File: config.mk
export PLATFORM = sky130hd
export DESIGN_NAME = alpha_decode
export DESIGN_NICKNAME = d
export VERILOG_FILES = /design/src/rtl/alpha_decode.sv
export SDC_FILE = /design/constraint.sdc
export NUM_CORES = 1
export LEC_CHECK = 0
export ABC_AREA = 1
export CORE_ASPECT_RATIO = 1.25
export CORE_UTILIZATION = 39
export DETAILED_ROUTE_END_ITERATION = 12
export PLACE_DENSITY_LB_ADDON = 0.05
export SYNTH_ARGS = -nofsm -noshare
export SYNTH_HDL_FRONTEND = slang
export SYNTH_SLANG_ARGS = --single-unit
export TNS_END_PERCENT = 100
File: constraint.sdc
create_clock -name clk -period 0.9 [get_ports clk]
set_input_delay 0.135 -clock clk [delete_from_list [all_inputs] [get_ports clk]]
set_output_delay 0.135 -clock clk [all_outputs]
set_load 0.05 [all_outputs]
File: src/rtl/alpha_decode.sv
// Letter code (0=A..25=Z) to 14-segment pattern decoder with a registered output.
// Codes 26-31 and reset drive the blank pattern; ACTIVE_LOW inverts every output bit.
module alpha_decode #(
  parameter int ACTIVE_LOW = 0
) (
  input  logic        clk,
  input  logic        rst_n,
  input  logic        a,
  input  logic        b,
  input  logic        c,
  input  logic        d,
  input  logic        e,
  output logic [0:13] s
);

  localparam logic [0:13] BLANK = (ACTIVE_LOW != 0) ? 14'h3fff : 14'h0000;

  logic [4:0]  w_code;
  logic [0:13] w_pat;
  logic [0:13] w_drv;
  logic [0:13] r_seg;

  assign w_code = {a, b, c, d, e};

  // Unknown inputs never match a letter and fall through to blank, so no stale letter is held.
  always_comb begin
    w_pat = 14'b00000000000000;
    case (w_code)
      5'd0:  w_pat = 14'b11101111000000; // A
      5'd1:  w_pat = 14'b11110001010010; // B
      5'd2:  w_pat = 14'b10011100000000; // C
      5'd3:  w_pat = 14'b11110000010010; // D
      5'd4:  w_pat = 14'b10011110000000; // E
      5'd5:  w_pat = 14'b10001110000000; // F
      5'd6:  w_pat = 14'b10111101000000; // G
      5'd7:  w_pat = 14'b01101111000000; // H
      5'd8:  w_pat = 14'b10010000010010; // I
      5'd9:  w_pat = 14'b01111000000000; // J
      5'd10: w_pat = 14'b00001110001001; // K
      5'd11: w_pat = 14'b00011100000000; // L
      5'd12: w_pat = 14'b01101100101000; // M
      5'd13: w_pat = 14'b01101100100001; // N
      5'd14: w_pat = 14'b11111100000000; // O
      5'd15: w_pat = 14'b11001111000000; // P
      5'd16: w_pat = 14'b11111100000001; // Q
      5'd17: w_pat = 14'b11001111000001; // R
      5'd18: w_pat = 14'b10110111000000; // S
      5'd19: w_pat = 14'b10000000010010; // T
      5'd20: w_pat = 14'b01111100000000; // U
      5'd21: w_pat = 14'b00001100001100; // V
      5'd22: w_pat = 14'b01101100000101; // W
      5'd23: w_pat = 14'b00000000101101; // X
      5'd24: w_pat = 14'b00000000101010; // Y
      5'd25: w_pat = 14'b10010000001100; // Z
      default: w_pat = 14'b00000000000000;
    endcase
  end

  assign w_drv = (ACTIVE_LOW != 0) ? ~w_pat : w_pat;

  always_ff @(posedge clk or negedge rst_n) begin
    if (!rst_n) r_seg <= BLANK;
    else        r_seg <= w_drv;
  end

  assign s = r_seg;

endmodule

==> metrics.txt <==
status finished with violations; violated checks negative setup slack; FF+latch count, synth 14; crit path time final 0.961 ns; Syn Inst Count between 100 and 150; wire per inst 12.2 um; Area growth syn-to-layout 69.4%; Routed Antenna Nets 0; period utilization 107%; CP Launch Type flop; Leak Pwr roughly 0.75 nW; placed insts between 150 and 200; DRC Markers 0; power per cell area between 1000 and 1500 nW/um2; largest net degree at the start of global routing 15; Reg clk slew, reported paths ~0.080 ns; Initial Utilization roughly 41%; WP data required roughly 0.76 ns; Crit. End Element output pin; Post-synth top flop dfrtp_1; delay-heaviest family, CP flip-flops; Core Area about 2200 um2; yosys warns 0; crit path launch s[3]; peak supply drop 576 uV; Area after DPL between 1000 and 1500 um2; share of cells above drive strength 1 around 38%; synth unique cells 20; crit-path max FO 1; syn_area_per_cell 7.72 um2; Worst slew margin a little under nine tenths; number of flip-flops in the largest register 14; Max stage delay on crit path approximately 0.41 ns; Worst EP arrival around 0.83 ns; number of buffers added on ports 20; initial antenna violation count 0; Hold Crit Class input pin to asynchronous set/reset pin; Setup Crit Path Kind flop to output pin; via count 956; wire length of the first global-routing pass approximately 3800 um; vias in the first global route approximately 800; max-cap violations 0; sequential fraction of the synthesis area 39.1%; dpl hpwl ~1800 um; gr ovfl total 0; CTS root buffer clkbuf_4; synthesized area about 900 um2; RSZ-0062 raised after global routing yes; routed vias/inst about 5.0; DIE WIDTH approximately 45 um; critical path depth 1; die height between 50 and 60 um; Tot Pwr around 0.0019 W; Peak Freq roughly 1000 MHz; asr flop ratio synth 100%; Core Util, Final about 69%; Die Area 2490 um2; final setup fails 14; worst path bufs/invs 1; critical-path cell list buf_12; CTS Buf Count 3; H-tree depth 1; # rows 19; number of diodes 0; design area 1520 um2; end of the critical path s[3]; Routed WL between 2000 and 2500 um; number of DRC markers in iteration 0 28; pre-CTS WS -0.734 ns; # IOs 21; clock sink total 14; GRT Util Overall slightly above 20%; number of synthesized flops with an enable pin 0; drt pass-1 iters 4; Hold Fails Final Rpt 0; TritonCTS clock tree built; routability cong. about 0.9; Nets between 150 and 200; setup ws final -0.0605 ns; worst-margin pin slew ~0.21 ns; Slowest-stage cell, CP dfrtp_1; CTS Buffer Depth 2; Mapped Nets 133; Finished Layout Cells 190; Slew Viols, Final 0
## logic make-up (layout without fill, tap and decap cells)
family                     after synthesis  after routing  synth area share, %
AOI/OAI and AO/OA                       14             14                 9.22
adders and majority gates               10             10                 14.0
and+or+nand+nor                         67             67                 31.7
DFF                                     14             14                 39.1
buffers and inverters                   11             54                 6.01
## cell usage after synthesis (2+ instances only)
cell,instances,area [um2]
inv_1,5,18.8
o22ai_1,2,12.5
a21oi_1,2,10.0
o211ai_1,4,30.0
dfrtp_1,14,350
nor2_1,12,45.0
nand3_1,13,65.1
o21ai_0,5,25.0
ha_1,10,125
nand2_1,37,139
inv_2,3,11.3
## power breakdown
| part | leakage [nW] | internal (W) | switching [W] |
|---|---|---|---|
| Combinational | 0.547 | 0.000354 | 0.000413 |
| Sequential | 0.178 | 0.000680 | 0.0000423 |
| Clock | 0.0210 | 0.000245 | 0.000176 |
| Total | 0.746 | 0.00128 | 0.000631 |
## worst min path at each step
stage	startpoint	end
finish	rst_n	s[12]
global route	rst_n	s[8]
CTS	rst_n	s[12]
detailed placement	rst_n	s[12]
global placement	rst_n	s[4]
floorplan	rst_n	s[0]
## cell usage in the layout, fill, tap and decap left out, types with 2 or more instances in the layout
master / count
ha_4: 3
clkbuf_4: 3
nand3_1: 13
buf_4: 21
nor2_1: 12
nand2_1: 36
inv_1: 2
buf_6: 2
buf_12: 14
o21ai_1: 2
ha_1: 6
inv_2: 4
a21oi_1: 2
o21ai_0: 3
dfrtp_1: 14
o211ai_1: 4
## routing by layer
| layer | up-vias | share of wire [%] | GRT usage, % |
|---|---|---|---|
| li1 | 465 | - | - |
| met1 | 437 | 39 | 23.8 |
| met2 | 45 | 54 | 37.4 |
| met3 | 9 | 4.5 | 1.95 |
| met4 | 0 | 2.3 | 6.93 |
| met5 | - | 0 | 0 |
## per-stage QoR
stage | hold slack, ns | setup TNS (ns)
2_1_floorplan | -0.161 | -0.226
3_3_place_gp | 0.455 | -8.20
3_5_place_dp | 0.459 | -8.61
4_1_cts | 0.171 | -0.892
5_1_grt | 0.166 | -1.29
6_report | 0.166 | -0.764
## area by class of cell
cell class                      instances  area, um2
Fill cell                             187        669
Multi-Input combinational cell         91        557
Timing Repair Buffer                   42        499
Sequential cell                        14        350
Tap cell                               31       38.8
Clock buffer                            4       36.3
Inverter                                8       36.3
## what timing repair did
action                                  4_1_cts  5_1_grt
pin swaps                                     4        7
setup buffers                                 0        5
resized for setup                            21       12
endpoints found under the setup margin       28       21
hold buffers                                  0        0
Note: power is estimated with default switching activity, not from simulation.
